$ cat config.mk
export PLATFORM = sky130hd
export DESIGN_NAME = cpu_mem_bridge
export DESIGN_NICKNAME = d
export VERILOG_FILES = /design/src/rtl/cpu_mem_bridge_pkg.sv /design/src/rtl/cpu_mem_bridge_port.sv /design/src/rtl/cpu_mem_bridge.sv
export SDC_FILE = /design/constraint.sdc
export NUM_CORES = 1
export LEC_CHECK = 0
export BUFFER_PORTS_ARGS = -buffer_cell sky130_fd_sc_hd__buf_2
export CAP_MARGIN = 20
export CELL_PAD_IN_SITES_DETAIL_PLACEMENT = 1
export CELL_PAD_IN_SITES_GLOBAL_PLACEMENT = 2
export CORE_UTILIZATION = 34
export CTS_CLUSTER_DIAMETER = 30
export CTS_CLUSTER_SIZE = 40
export DETAILED_ROUTE_END_ITERATION = 7
export PLACE_DENSITY = 0.77
export SLEW_MARGIN = 20
export SYNTH_ARGS = -nofsm -noshare
export SYNTH_HDL_FRONTEND = slang
export SYNTH_SLANG_ARGS = --single-unit
$ cat constraint.sdc
create_clock -name clk -period 2.7 [get_ports clk]
set_clock_uncertainty 0.1 [all_clocks]
set_input_delay 0.54 -clock clk [delete_from_list [all_inputs] [get_ports clk]]
set_output_delay 0.54 -clock clk [all_outputs]
set_load 0.005 [all_outputs]
$ cat src/rtl/cpu_mem_bridge_pkg.sv
// Shared types and constants for the 6502 <-> PSRAM memory-controller bridge.
package cpu_mem_bridge_pkg;

    typedef enum logic [2:0] {
        IDLE      = 3'd0,
        ISSUE     = 3'd1,
        WAIT_ACK  = 3'd2,
        WAIT_DONE = 3'd3,
        IO        = 3'd4
    } BridgeState;

    // 6510 on-chip processor port registers
    localparam logic [15:0] CPU_PORT_DDR  = 16'h0000;
    localparam logic [15:0] CPU_PORT_DATA = 16'h0001;

    // C64 banking bits of the processor port
    localparam int unsigned LORAM  = 0;
    localparam int unsigned HIRAM  = 1;
    localparam int unsigned CHAREN = 2;

endpackage

$ cat src/rtl/cpu_mem_bridge_port.sv
// 6510 processor port: DDR at $0000, PORT at $0001, and the effective banking bits.
module cpu_port_6510
    import cpu_mem_bridge_pkg::*;
(
    input  logic       clk,
    input  logic       reset,
    input  logic       wr_en,
    input  logic       reg_sel,
    input  logic [7:0] wdata,
    output logic [7:0] rdata,
    output logic [2:0] port_eff
);

    logic [7:0] ddr_q;
    logic [7:0] port_q;

    // reg_sel: 0 selects DDR, 1 selects PORT
    always_ff @(posedge clk or negedge reset) begin
        if (!reset) begin
            ddr_q  <= 8'h00;
            port_q <= 8'h00;
        end else if (wr_en) begin
            if (reg_sel) begin
                port_q <= wdata;
            end else begin
                ddr_q <= wdata;
            end
        end
    end

    assign rdata = reg_sel ? port_q : ddr_q;

    // Pins configured as inputs float high through the external pull-ups.
    always_comb begin
        port_eff         = 3'b000;
        port_eff[LORAM]  = (port_q[LORAM]  & ddr_q[LORAM])  | ~ddr_q[LORAM];
        port_eff[HIRAM]  = (port_q[HIRAM]  & ddr_q[HIRAM])  | ~ddr_q[HIRAM];
        port_eff[CHAREN] = (port_q[CHAREN] & ddr_q[CHAREN]) | ~ddr_q[CHAREN];
    end

endmodule

$ cat src/rtl/cpu_mem_bridge.sv
// Turns 6502 bus strobes into memCtrl transactions, stalling the CPU via RDY until done.
// Also decodes a zero-wait I/O window and hosts the 6510 processor port.
module cpu_mem_bridge
    import cpu_mem_bridge_pkg::*;
#(
    parameter int unsigned TIMEOUT_CYCLES = 255,
    parameter int unsigned TIMEOUT_W      = 8,
    parameter logic [3:0]  IO_NIBBLE      = 4'hD,
    parameter logic [5:0]  MEM_BANK       = 6'd0
) (
    input  logic        clk,
    input  logic        reset,
    input  logic        i_cpu_strobe,
    input  logic [15:0] i_cpu_addr,
    input  logic [7:0]  i_cpu_dout,
    input  logic        i_cpu_we,
    output logic [7:0]  o_cpu_din,
    output logic        o_cpu_rdy,
    output logic        o_mem_ce,
    output logic        o_mem_write,
    output logic [5:0]  o_mem_bank,
    output logic [15:0] o_mem_addr,
    output logic [7:0]  o_mem_wdata,
    input  logic [7:0]  i_mem_rdata,
    input  logic        i_mem_busy,
    input  logic        i_mem_data_ready,
    output logic        o_io_sel,
    output logic        o_io_we,
    output logic [11:0] o_io_addr,
    output logic [7:0]  o_io_wdata,
    input  logic [7:0]  i_io_rdata,
    output logic [2:0]  o_cpu_port,
    output logic        o_timeout,
    output logic [2:0]  o_state
);

    localparam logic [TIMEOUT_W-1:0] TMO_LIMIT = TIMEOUT_W'(TIMEOUT_CYCLES);

    BridgeState state_q;
    BridgeState state_d;

    logic [7:0]           cpu_din_q;
    logic                 cpu_rdy_q;
    logic                 mem_write_q;
    logic [15:0]          mem_addr_q;
    logic [7:0]           mem_wdata_q;
    logic                 io_we_q;
    logic [11:0]          io_addr_q;
    logic [7:0]           io_wdata_q;
    logic                 timeout_q;
    logic [TIMEOUT_W-1:0] tmo_cnt_q;
    logic                 data_ready_q;

    logic       accept;
    logic       port_hit;
    logic       io_hit;
    logic       port_acc;
    logic       io_acc;
    logic       mem_acc;
    logic       wait_active;
    logic       dr_rise;
    logic       mem_done;
    logic       tmo_hit;
    logic       abort;
    logic       ce_fire;
    logic [7:0] port_rdata;

    // Strobes are only accepted in IDLE; everything else ignores them.
    assign accept   = (state_q == IDLE) && i_cpu_strobe;
    assign port_hit = (i_cpu_addr == CPU_PORT_DDR) || (i_cpu_addr == CPU_PORT_DATA);
    assign io_hit   = (i_cpu_addr[15:12] == IO_NIBBLE);
    assign port_acc = accept && port_hit;
    assign io_acc   = accept && !port_hit && io_hit;
    assign mem_acc  = accept && !port_hit && !io_hit;

    assign wait_active = (state_q == WAIT_ACK) || (state_q == WAIT_DONE);
    assign dr_rise     = i_mem_data_ready && !data_ready_q;
    assign mem_done    = (state_q == WAIT_DONE) && (mem_write_q ? !i_mem_busy : dr_rise);
    assign tmo_hit     = wait_active && (tmo_cnt_q >= TMO_LIMIT);
    assign abort       = tmo_hit && !mem_done;
    assign ce_fire     = (state_q == ISSUE) && !i_mem_busy;

    cpu_port_6510 u_cpu_port (
        .clk      (clk),
        .reset    (reset),
        .wr_en    (port_acc && i_cpu_we),
        .reg_sel  (i_cpu_addr[0]),
        .wdata    (i_cpu_dout),
        .rdata    (port_rdata),
        .port_eff (o_cpu_port)
    );

    always_ff @(posedge clk or negedge reset) begin
        if (!reset) begin
            state_q <= IDLE;
        end else begin
            state_q <= state_d;
        end
    end

    always_comb begin
        state_d = state_q;
        unique case (state_q)
            IDLE: begin
                if (io_acc) begin
                    state_d = IO;
                end else if (mem_acc) begin
                    state_d = ISSUE;
                end
            end
            ISSUE: begin
                if (!i_mem_busy) begin
                    state_d = WAIT_ACK;
                end
            end
            WAIT_ACK: begin
                if (abort) begin
                    state_d = IDLE;
                end else if (i_mem_busy) begin
                    state_d = WAIT_DONE;
                end
            end
            WAIT_DONE: begin
                if (mem_done || abort) begin
                    state_d = IDLE;
                end
            end
            IO: begin
                state_d = IDLE;
            end
            default: begin
                state_d = IDLE;
            end
        endcase
    end

    always_comb begin
        o_mem_ce   = ce_fire;
        o_io_sel   = (state_q == IO);
        o_state    = state_q;
        o_mem_bank = MEM_BANK;
    end

    always_ff @(posedge clk or negedge reset) begin
        if (!reset) begin
            mem_write_q <= 1'b0;
            mem_addr_q  <= 16'h0000;
            mem_wdata_q <= 8'h00;
        end else if (mem_acc) begin
            mem_write_q <= i_cpu_we;
            mem_addr_q  <= i_cpu_addr;
            mem_wdata_q <= i_cpu_dout;
        end
    end

    always_ff @(posedge clk or negedge reset) begin
        if (!reset) begin
            io_we_q    <= 1'b0;
            io_addr_q  <= 12'h000;
            io_wdata_q <= 8'h00;
        end else if (io_acc) begin
            io_we_q    <= i_cpu_we;
            io_addr_q  <= i_cpu_addr[11:0];
            io_wdata_q <= i_cpu_dout;
        end
    end

    // data_ready is a level; only its rising edge completes a read.
    always_ff @(posedge clk or negedge reset) begin
        if (!reset) begin
            data_ready_q <= 1'b0;
        end else begin
            data_ready_q <= i_mem_data_ready;
        end
    end

    always_ff @(posedge clk or negedge reset) begin
        if (!reset) begin
            tmo_cnt_q <= '0;
        end else if (ce_fire) begin
            tmo_cnt_q <= '0;
        end else if (wait_active && (tmo_cnt_q != '1)) begin
            tmo_cnt_q <= tmo_cnt_q + 1'b1;
        end
    end

    always_ff @(posedge clk or negedge reset) begin
        if (!reset) begin
            timeout_q <= 1'b0;
        end else if (abort) begin
            timeout_q <= 1'b1;
        end
    end

    always_ff @(posedge clk or negedge reset) begin
        if (!reset) begin
            cpu_rdy_q <= 1'b1;
        end else if (mem_acc) begin
            cpu_rdy_q <= 1'b0;
        end else if (mem_done || abort) begin
            cpu_rdy_q <= 1'b1;
        end
    end

    always_ff @(posedge clk or negedge reset) begin
        if (!reset) begin
            cpu_din_q <= 8'hFF;
        end else if (port_acc && !i_cpu_we) begin
            cpu_din_q <= port_rdata;
        end else if ((state_q == IO) && !io_we_q) begin
            cpu_din_q <= i_io_rdata;
        end else if (mem_done && !mem_write_q) begin
            cpu_din_q <= i_mem_rdata;
        end else if (abort && !mem_write_q) begin
            cpu_din_q <= 8'hFF;
        end
    end

    assign o_cpu_din   = cpu_din_q;
    assign o_cpu_rdy   = cpu_rdy_q;
    assign o_mem_write = mem_write_q;
    assign o_mem_addr  = mem_addr_q;
    assign o_mem_wdata = mem_wdata_q;
    assign o_io_we     = io_we_q;
    assign o_io_addr   = io_addr_q;
    assign o_io_wdata  = io_wdata_q;
    assign o_timeout   = timeout_q;

endmodule

# Word level (Yosys, flattened, before mapping)
# Index checks and enable logic that the tools add are counted.
[classes] n_addsub=1 n_lt_le_gt_ge=1 eq_ne=11 n_mux=17 n_bitwise=10 n_reduce_logical=35
[ops] operator="2-to-1 mux 8 bit" n=7
[ops] operator="2-to-1 mux 3 bit" n=6
[ops] operator="== test 16 x 1 -> 1 bit, second input constant" n=1
[ops] operator="logical AND 1 bit" n=16
[ops] operator="zero test 16 bit" n=1
[ops] operator="case mux 3 bit (4 select lines)" n=1
[ops] operator="adder 8 x 1 -> 8 bit, second input constant" n=1
[ops] operator="greater-or-equal comparator 8 bit, second input constant" n=1
[ops] operator="zero test 1 bit" n=8
[ops] operator="inequality test 8 bit, second input constant" n=1
[ops] operator="== test 3 x 2 -> 1 bit, second input constant" n=2
[ops] operator="inequality test 3 bit, second input constant" n=2
[ops] operator="== test 4 bit, second input constant" n=1
[ops] operator="inverter 1 bit" n=4
[ops] operator="AND reduction 2 bit" n=2
[ops] operator="AND reduction 4 bit" n=1
[ops] operator="nonzero test 2 bit" n=2
[ops] operator="nonzero test 4 bit" n=1
[ops] operator="AND 1 bit" n=3
[ops] operator="== test 3 x 1 -> 1 bit, second input constant" n=1
[ops] operator="== test 3 bit, second input constant" n=1
[ops] operator="zero test 3 bit" n=1
[ops] operator="logical OR 1 bit" n=3
[ops] operator="2-to-1 mux 1 bit" n=3
[ops] operator="other kinds (3)" n=5
[totals] reg_bits=84 inputBits=46 out_inout_bits=70 word_cells=89

# Longest topological paths before layout
# Gate-level depths: netlist (run 1).
[logic_depth] word_depth=11 mapped_depth=7 ltp_nobuf=5

# Hierarchy
# Synthesis (run 1) repeated with hierarchy kept, for this count alone.
[hier_totals] cells_unflattened=293 area_unflattened_um2=3829.9
[modules_own_cells] module="cpu_mem_bridge" instances=1 cells_each=246 area_per_inst_um2=3064.2
[modules_own_cells] module="cpu_port_6510" instances=1 cells_each=47 area_per_inst_um2=765.7

# Worst setup path before layout (run 1)
# OpenSTA, ideal clock, no wires.
[synth_path] path_type="input-to-reg" start="in i_cpu_addr[5]" end="reg u_cpu_port.port_q[0]" arrival_ns=1.986 slack_ns=0.488 path_stages=5 path_buffers=1 path_cell_list="nor4_2 -> nand4_2 -> or4_1 -> buf_6 -> mux2_4"
[synth_between] elab_chain_len=5
[synth_rtl] element="start: declaration" line_no="cpu_mem_bridge.sv:14" rtl="input logic [15:0] i_cpu_addr,"
[synth_rtl] element="== test 16 x 1 -> 1 bit or zero test 16 bit (tied branches)" line_no="cpu_mem_bridge.sv:70" rtl="assign port_hit = (i_cpu_addr == CPU_PORT_DDR) || (i_cpu_addr == CPU_PORT_DATA);"
[synth_rtl] element="logical OR 1 bit *" line_no="cpu_mem_bridge.sv:70"
[synth_rtl] element="logical AND 1 bit *" line_no="cpu_mem_bridge.sv:72" rtl="assign port_acc = accept && port_hit;"
[synth_rtl] element="logical AND 1 bit *" line_no="cpu_mem_bridge.sv:86" rtl=".wr_en (port_acc && i_cpu_we),"
[synth_rtl] element="AND reduction 2 bit (no line) *"
[synth_rtl] element="end signal: assignment" line_no="cpu_mem_bridge_port.sv:24" rtl="port_q <= wdata;"
[synth_rtl] element="end: declaration" line_no="cpu_mem_bridge_port.sv:15" rtl="logic [7:0] port_q;"
# Mark *: on every way between the ends. The rest lies on a longest branch, timed or not.
# A chain may end at the register's enable or synchronous reset.

# Final worst setup path (run 1)
[layout_path] start="reg state_q[2], in the netlist o_state[2]" end="reg mem_wdata_q[6], in the netlist o_mem_wdata[6]"
[layout_between] elab_chain_len=4
[layout_rtl] element="start: declaration" line_no="cpu_mem_bridge.sv:39" rtl="BridgeState state_q;"
[layout_rtl] element="start signal: assignment" line_no="cpu_mem_bridge.sv:97" rtl="state_q <= state_d;"
[layout_rtl] element="zero test 3 bit" line_no="cpu_mem_bridge.sv:69" rtl="assign accept = (state_q == IDLE) && i_cpu_strobe;"
[layout_rtl] element="logical AND 1 bit" line_no="cpu_mem_bridge.sv:69"
[layout_rtl] element="logical AND 1 bit (2 in series)" line_no="cpu_mem_bridge.sv:74" rtl="assign mem_acc = accept && !port_hit && !io_hit;"
[layout_rtl] element="end signal: assignment" line_no="cpu_mem_bridge.sv:152" rtl="mem_wdata_q <= i_cpu_dout;"
[layout_rtl] element="end: declaration" line_no="cpu_mem_bridge.sv:46" rtl="logic [7:0] mem_wdata_q;"
# No other way between the ends.

==> results of run 1 <==
-- cell usage after synthesis (2+ instances only) --
master     n
a21oi_1    3
or4_1      2
clkbuf_1   9
nand4_1    3
nor4_2     3
o22a_1     3
nand3_1    8
nor3_1     2
buf_1      3
buf_4      7
nor2_1     7
dfrtp_1   75
dfstp_2    9
nand2_1   10
nor2b_1    2
nor4_4     2
mux2i_1   21
nand2b_1   9
buf_2      3
o41ai_1    8
inv_1      5
mux2_4     8
a31oi_1    2
o21ai_0    3
mux2_2    51
o32a_1     8
-- report_power, final --
group	switching, mW	total, mW	leakage (nW)	internal, mW
registers	0.270	2.02	1.06	1.75
logic	0.682	1.46	1.15	0.780
clock network	0.481	1.41	0.169	0.926
-- routing by layer --
| layer | track usage | vias up | wire length (µm) |
|---|---|---|---|
| met1 | 0.221 | 1368 | 4280 |
| met5 | 0 | - | 0 |
| met2 | 0.279 | 64 | 4650 |
| met4 | 0.0782 | 0 | 166 |
| met3 | 0.0362 | 12 | 471 |
| li1 | - | 1287 | - |
-- worst max-delay path by stage --
stage,from,to,slack [ns],depth (start not counted)
2_1_floorplan,i_cpu_addr[5],u_cpu_port.port_q[0],0.49,5
3_3_place_gp,i_cpu_addr[1],u_cpu_port.port_q[2],0.08,5
3_5_place_dp,i_cpu_addr[1],u_cpu_port.port_q[0],0.09,5
4_1_cts,o_state[2],o_mem_wdata[6],0.24,3
5_1_grt,o_state[2],o_mem_wdata[6],0.15,3
6_report,o_state[2],o_mem_wdata[6],0.23,3
-- final cells by class --
| class | instances | area [µm²] |
|---|---|---|
| fillers | 1176 | 6030 |
| flip-flops and latches | 84 | 2110 |
| multi-input cells | 181 | 1620 |
| repair buffers | 120 | 631 |
| clock buffers | 11 | 243 |
| well taps | 140 | 175 |
| clock inverters | 5 | 100 |
| inverters | 5 | 18.8 |
-- flip-flops by register name, indices dropped and copies added (netlist names), 3 cells and up --
| signal | flops |
|---|---|
| o_state | 3 |
| o_mem_addr | 16 |
| tmo_cnt_q | 8 |
| o_io_wdata | 8 |
| u_cpu_port.port_q | 8 |
| u_cpu_port.ddr_q | 8 |
| o_io_addr | 12 |
| o_mem_wdata | 8 |
| o_cpu_din | 8 |
-- metrics by stage --
| step | cells | cell area (µm²) | utilization | hold slack, ns |
|---|---|---|---|---|
| global placement | 530 | 4560 | 0.417 | 0.384 |
| CTS | 546 | 4900 | 0.448 | 0.149 |
| floorplan | 293 | 3880 | - | 0.144 |
| finish | 546 | 4900 | 0.448 | 0.116 |
| global route | 546 | 4900 | 0.448 | 0.162 |
| detailed placement | 530 | 4560 | 0.417 | 0.387 |
-- critical path, stage by stage (launching register included) --
cell and delay, ns:
dfrtp_1 0.49, nor4b_1 0.63, and3_2 0.72, mux2_2 0.41
-- cell families (layout without fill, tap and decap cells) --
logic type      count (synthesis)  in the layout  share of synthesized area
simple gates                   60             60                      0.104
fa+ha+maj                       1              1                    0.00324
xor+xnor                        1              1                    0.00227
flops                          84             84                      0.548
mux                            80             80                      0.234
buf+inv                        28            141                     0.0370
other cells                     1              6                   0.000972
compound gates                 33             33                     0.0700
==> flow_summary.yaml, run 1 <==
worst_setup_path:
  r2r_cells: 3
  crit_type: "flop to flop"
  startpoint_type: "flop"
  cp_max_fo: 26
  end_kind: "flop"
  r2r-start: "o_state[2]"
  crit_arrival_ns: 2.58
  timing.rr.end: "o_mem_wdata[6]"
  r2r_setup_slack_ns: 0.23
  worstPathRequired_ns: 2.81
global_routing:
  grt_max_degree: 51
  antenna_found_initial: 0
  grt_pass1_wl_um: 15100
  overflow: 0
  grt_usage: 0.172
  grt_pass1_vias: 2894
clock_tree:
  ctsHoldBuffers: 0
  cts_buffers: 9
  cts_tree: "built"
  clock-sinks: 84
  cts_buffer_depth: 2
  clock_latency_ns: 0.33
  cts.clk_slew.worst_paths_ns: 0.06
  postCtsResizedCells: 0
  cts_setup_buffers: 0
  root_buffer: "clkbuf_16"
  htreeDepth: 3
detailed_routing:
  first_pass_iters: 4
  wirelength_um: 9570
  wl_per_cell_um: 17.5
  vias_per_cell: 5.00
  antenna_left: 0
  drcViolationCount: 0
  vias: 2731
  drt-initial-drc-count: 111
logic_synthesis:
  synth_area_mm2: 0.00386
  syn_area_per_cell_um2: 13.4
  yosysSeqAreaShare: 0.548
  yosys.cell_types.count: 48
  synth_flop_cell: "dfrtp_1"
  synthTopCellsByArea: "dfrtp_1 49%, mux2_2 15%, dfstp_2 6.1%"
  ys_seq_elements: 84
  yosysWarnings: 0
  synth_top_area_frac: 0.486
  synthCells: 288
  synth_edf_count: 0
  synth-async-reset-ratio: 1.00
  synth_top_cell_by_area: "dfrtp_1"
layout:
  drive_gt1_frac: 0.527
  final_cell_mix: "108 x buf_2, 75 x dfrtp_1, 51 x mux2_2"
  mostFrequentLayoutCell: "buf_2"
  final_nets: 448
  area_growth_pct: 27.0
  n_antenna_cell: 0
placed_design:
  dpl.hpwl_um: 7090
  globalplace.congestion: 0.758
  io_buffers: 109
  pre_cts_slack_ns: 0.0856
run_status:
  status: "complete, no violations"
flow_run:
  drv_cap: 0
pwr:
  p_leak_nw: 2.38
  cellPowerDensity_mw_per_mm2: 998
  power.total_mw: 4.89
  irDropWorstVdd_mv: 0.470
timing:
  drv_slew: 0
  setup_viol: 0
  tns_ns: 0
  hold_viol: 0
  period_share: 0.914
  slew-limit-headroom: 0.538
  max_freq_ghz: 0.405
  worst_pin_slew_ns: 0.684
  setup_slack_ns: 0.232
  grt_setup_unrepaired: "no"
  min_period_ns: 2.47
die:
  start_util: 0.353
  die_area_mm2: 0.0118
  io_pins: 116
  fp.dieH_um: 109
  die_w_um: 109
  rows: 38
  coreArea_mm2: 0.0109
hold_path:
  hold_path.class: "input pin to asynchronous set/reset pin"
(Power assumes the default switching activity.)
==> run 2: changes to the inputs <==
GPL_ROUTABILITY_DRIVEN = 0   (was default)
SETUP_SLACK_MARGIN = 0.4   (was default)
==> run 2 against run 1 <==
  * Final cell count is 0.73% higher
  * Critical path type is now flop to primary output
  * Worst hold slack worse by 0.0075 ns
  * Register-to-register slack better by 0.35 ns
  * Sequential share of layout area is 0.44 points lower
==> flow_summary.yaml, run 2 (synthesis gave the netlist of run 1 again) <==
timing:
  drv_slew: 0
  min_period_ns: 2.23
  setup_viol: 0
  max_freq_ghz: 0.448
  setup_slack_ns: 0.470
  tns_ns: 0
  slew-limit-headroom: 0.566
  grt_setup_unrepaired: "no"
  period_share: 0.826
  worst_pin_slew_ns: 0.652
  hold_viol: 0
layout:
  mostFrequentLayoutCell: "buf_2"
  n_antenna_cell: 0
  finish.instance_area_mm2: 0.00496
  largest_reg_flops: 16
  seq_area_mm2: 0.00211
  final_cell_count_no_fill: 550
  nFillCells: 1177
  drive_gt1_frac: 0.541
  area_growth_pct: 28.4
  final_nets: 452
  final_cell_mix: "108 x buf_2, 74 x dfrtp_1, 51 x mux2_2"
  multi_input_area_mm2: 0.00164
worst_setup_path:
  r2r_cells: 5
  crit_buf_inv: 3
  path_delay_family: "simple AND/OR/NAND/NOR gates"
  cp_max_fo: 10
  crit_type: "flop to primary output"
  path_cells: "buf_6 -> nand2b_1 -> or3_4 -> inv_1 -> buf_2"
  critPathMaxStageDelay_ns: 0.42
  crit_arrival_ns: 1.59
  startpoint_type: "flop"
  worstPathRequired_ns: 2.06
  crit_cells: 5
  crit_slowest_cell: "or3_4"
  end_kind: "primary output"
placed_design:
  placed_cell_area_mm2: 0.00456
  io_buffers: 109
  dpl.hpwl_um: 7090
  placed_cells: 530
  pre_cts_slack_ns: 0.0856
hold_path:
  hold_path.class: "input pin to asynchronous set/reset pin"
detailed_routing:
  antenna_left: 0
  wl_per_cell_um: 17.5
  drcViolationCount: 0
  vias: 2756
  wirelength_um: 9640
  vias_per_cell: 5.01
  drt-initial-drc-count: 112
  first_pass_iters: 4
clock_tree:
  ctsHoldBuffers: 0
  cts_buffers: 9
  cts.clk_slew.worst_paths_ns: 0.06
  cts_buffer_depth: 2
  root_buffer: "clkbuf_16"
  clock-sinks: 84
  cts_tree: "built"
  clock_latency_ns: 0.33
  htreeDepth: 3
global_routing:
  grt_usage: 0.173
  overflow: 0
  grt_pass1_vias: 2914
  grt_pass1_wl_um: 15200
  antenna_found_initial: 0
  grt_max_degree: 51
flow_run:
  drv_cap: 0
die:
  fp.dieH_um: 109
  rows: 38
  coreArea_mm2: 0.0109
  start_util: 0.353
  io_pins: 116
  die_w_um: 109
  die_area_mm2: 0.0118
pwr:
  p_leak_nw: 2.40
  irDropWorstVdd_mv: 0.470
  power.total_mw: 4.95
  cellPowerDensity_mw_per_mm2: 999
run_status:
  status: "complete, no violations"
run 2: cell count changes in the layout (fill, tap and decap cells not counted), sizes merged:
cell,previous run,this run
buf,120,124
run 2: path summary, 6_finish.rpt:
kind | from | end | slack, ns
setup / recovery | o_state[0] | o_mem_ce | 0.47
hold reg to reg | o_io_wdata[5] | o_io_wdata[5] | 0.40
setup reg to reg | o_state[1] | u_cpu_port.port_q[2] | 0.58
hold / removal | reset | o_mem_addr[7] | 0.11
min in group clk | i_mem_data_ready | data_ready_q | 0.24
max in group asynchronous | reset | o_cpu_din[0] | 1.61
run 2: report_power, final:
part / leakage [nW] / switching, mW / internal, mW
Sequential: 1.06 / 0.270 / 1.76
Clock: 0.169 / 0.484 / 0.926
Combinational: 1.18 / 0.694 / 0.822
Total: 2.40 / 1.45 / 3.50
run 2: final cells by class:
| cell class | instances | area share |
|---|---|---|
| multi-input cells | 181 | 0.331 |
| clock inverters | 5 | 0.0202 |
| inverters | 5 | 0.00379 |
| clock buffers | 11 | 0.0490 |
| flip-flops and latches | 84 | 0.427 |
| well taps | 140 | 0.0353 |
| repair buffers | 124 | 0.134 |
run 2: per-layer routing:
layer / up-vias / track usage / wire (µm)
li1: 1294 / - / -
met1: 1385 / 0.223 / 4310
met2: 64 / 0.280 / 4660
met3: 13 / 0.0362 / 480
met4: 0 / 0.0782 / 183
met5: - / 0 / 0
run 2: worst register-to-register path, cell delays in order, from the launching register on:
cell     delay [ns]
dfrtp_2        0.43
buf_4          0.16
nor2_1         0.14
nand3_1        0.24
or4_4          0.59
mux2_4         0.34
run 2: timing repair:
item                       in CTS  in global routing
gates resized for setup         3                  3
pin swaps                       0                  1
setup endpoints to repair      31                 43
setup buffers                   0                  4
run 2: per-stage QoR:
| step | utilization | hold slack, ns |
|---|---|---|
| after floorplan | - | 0.144 |
| after global placement | 0.417 | 0.384 |
| after detailed placement | 0.417 | 0.387 |
| after CTS | 0.449 | 0.149 |
| after global routing | 0.453 | 0.162 |
| final | 0.453 | 0.109 |
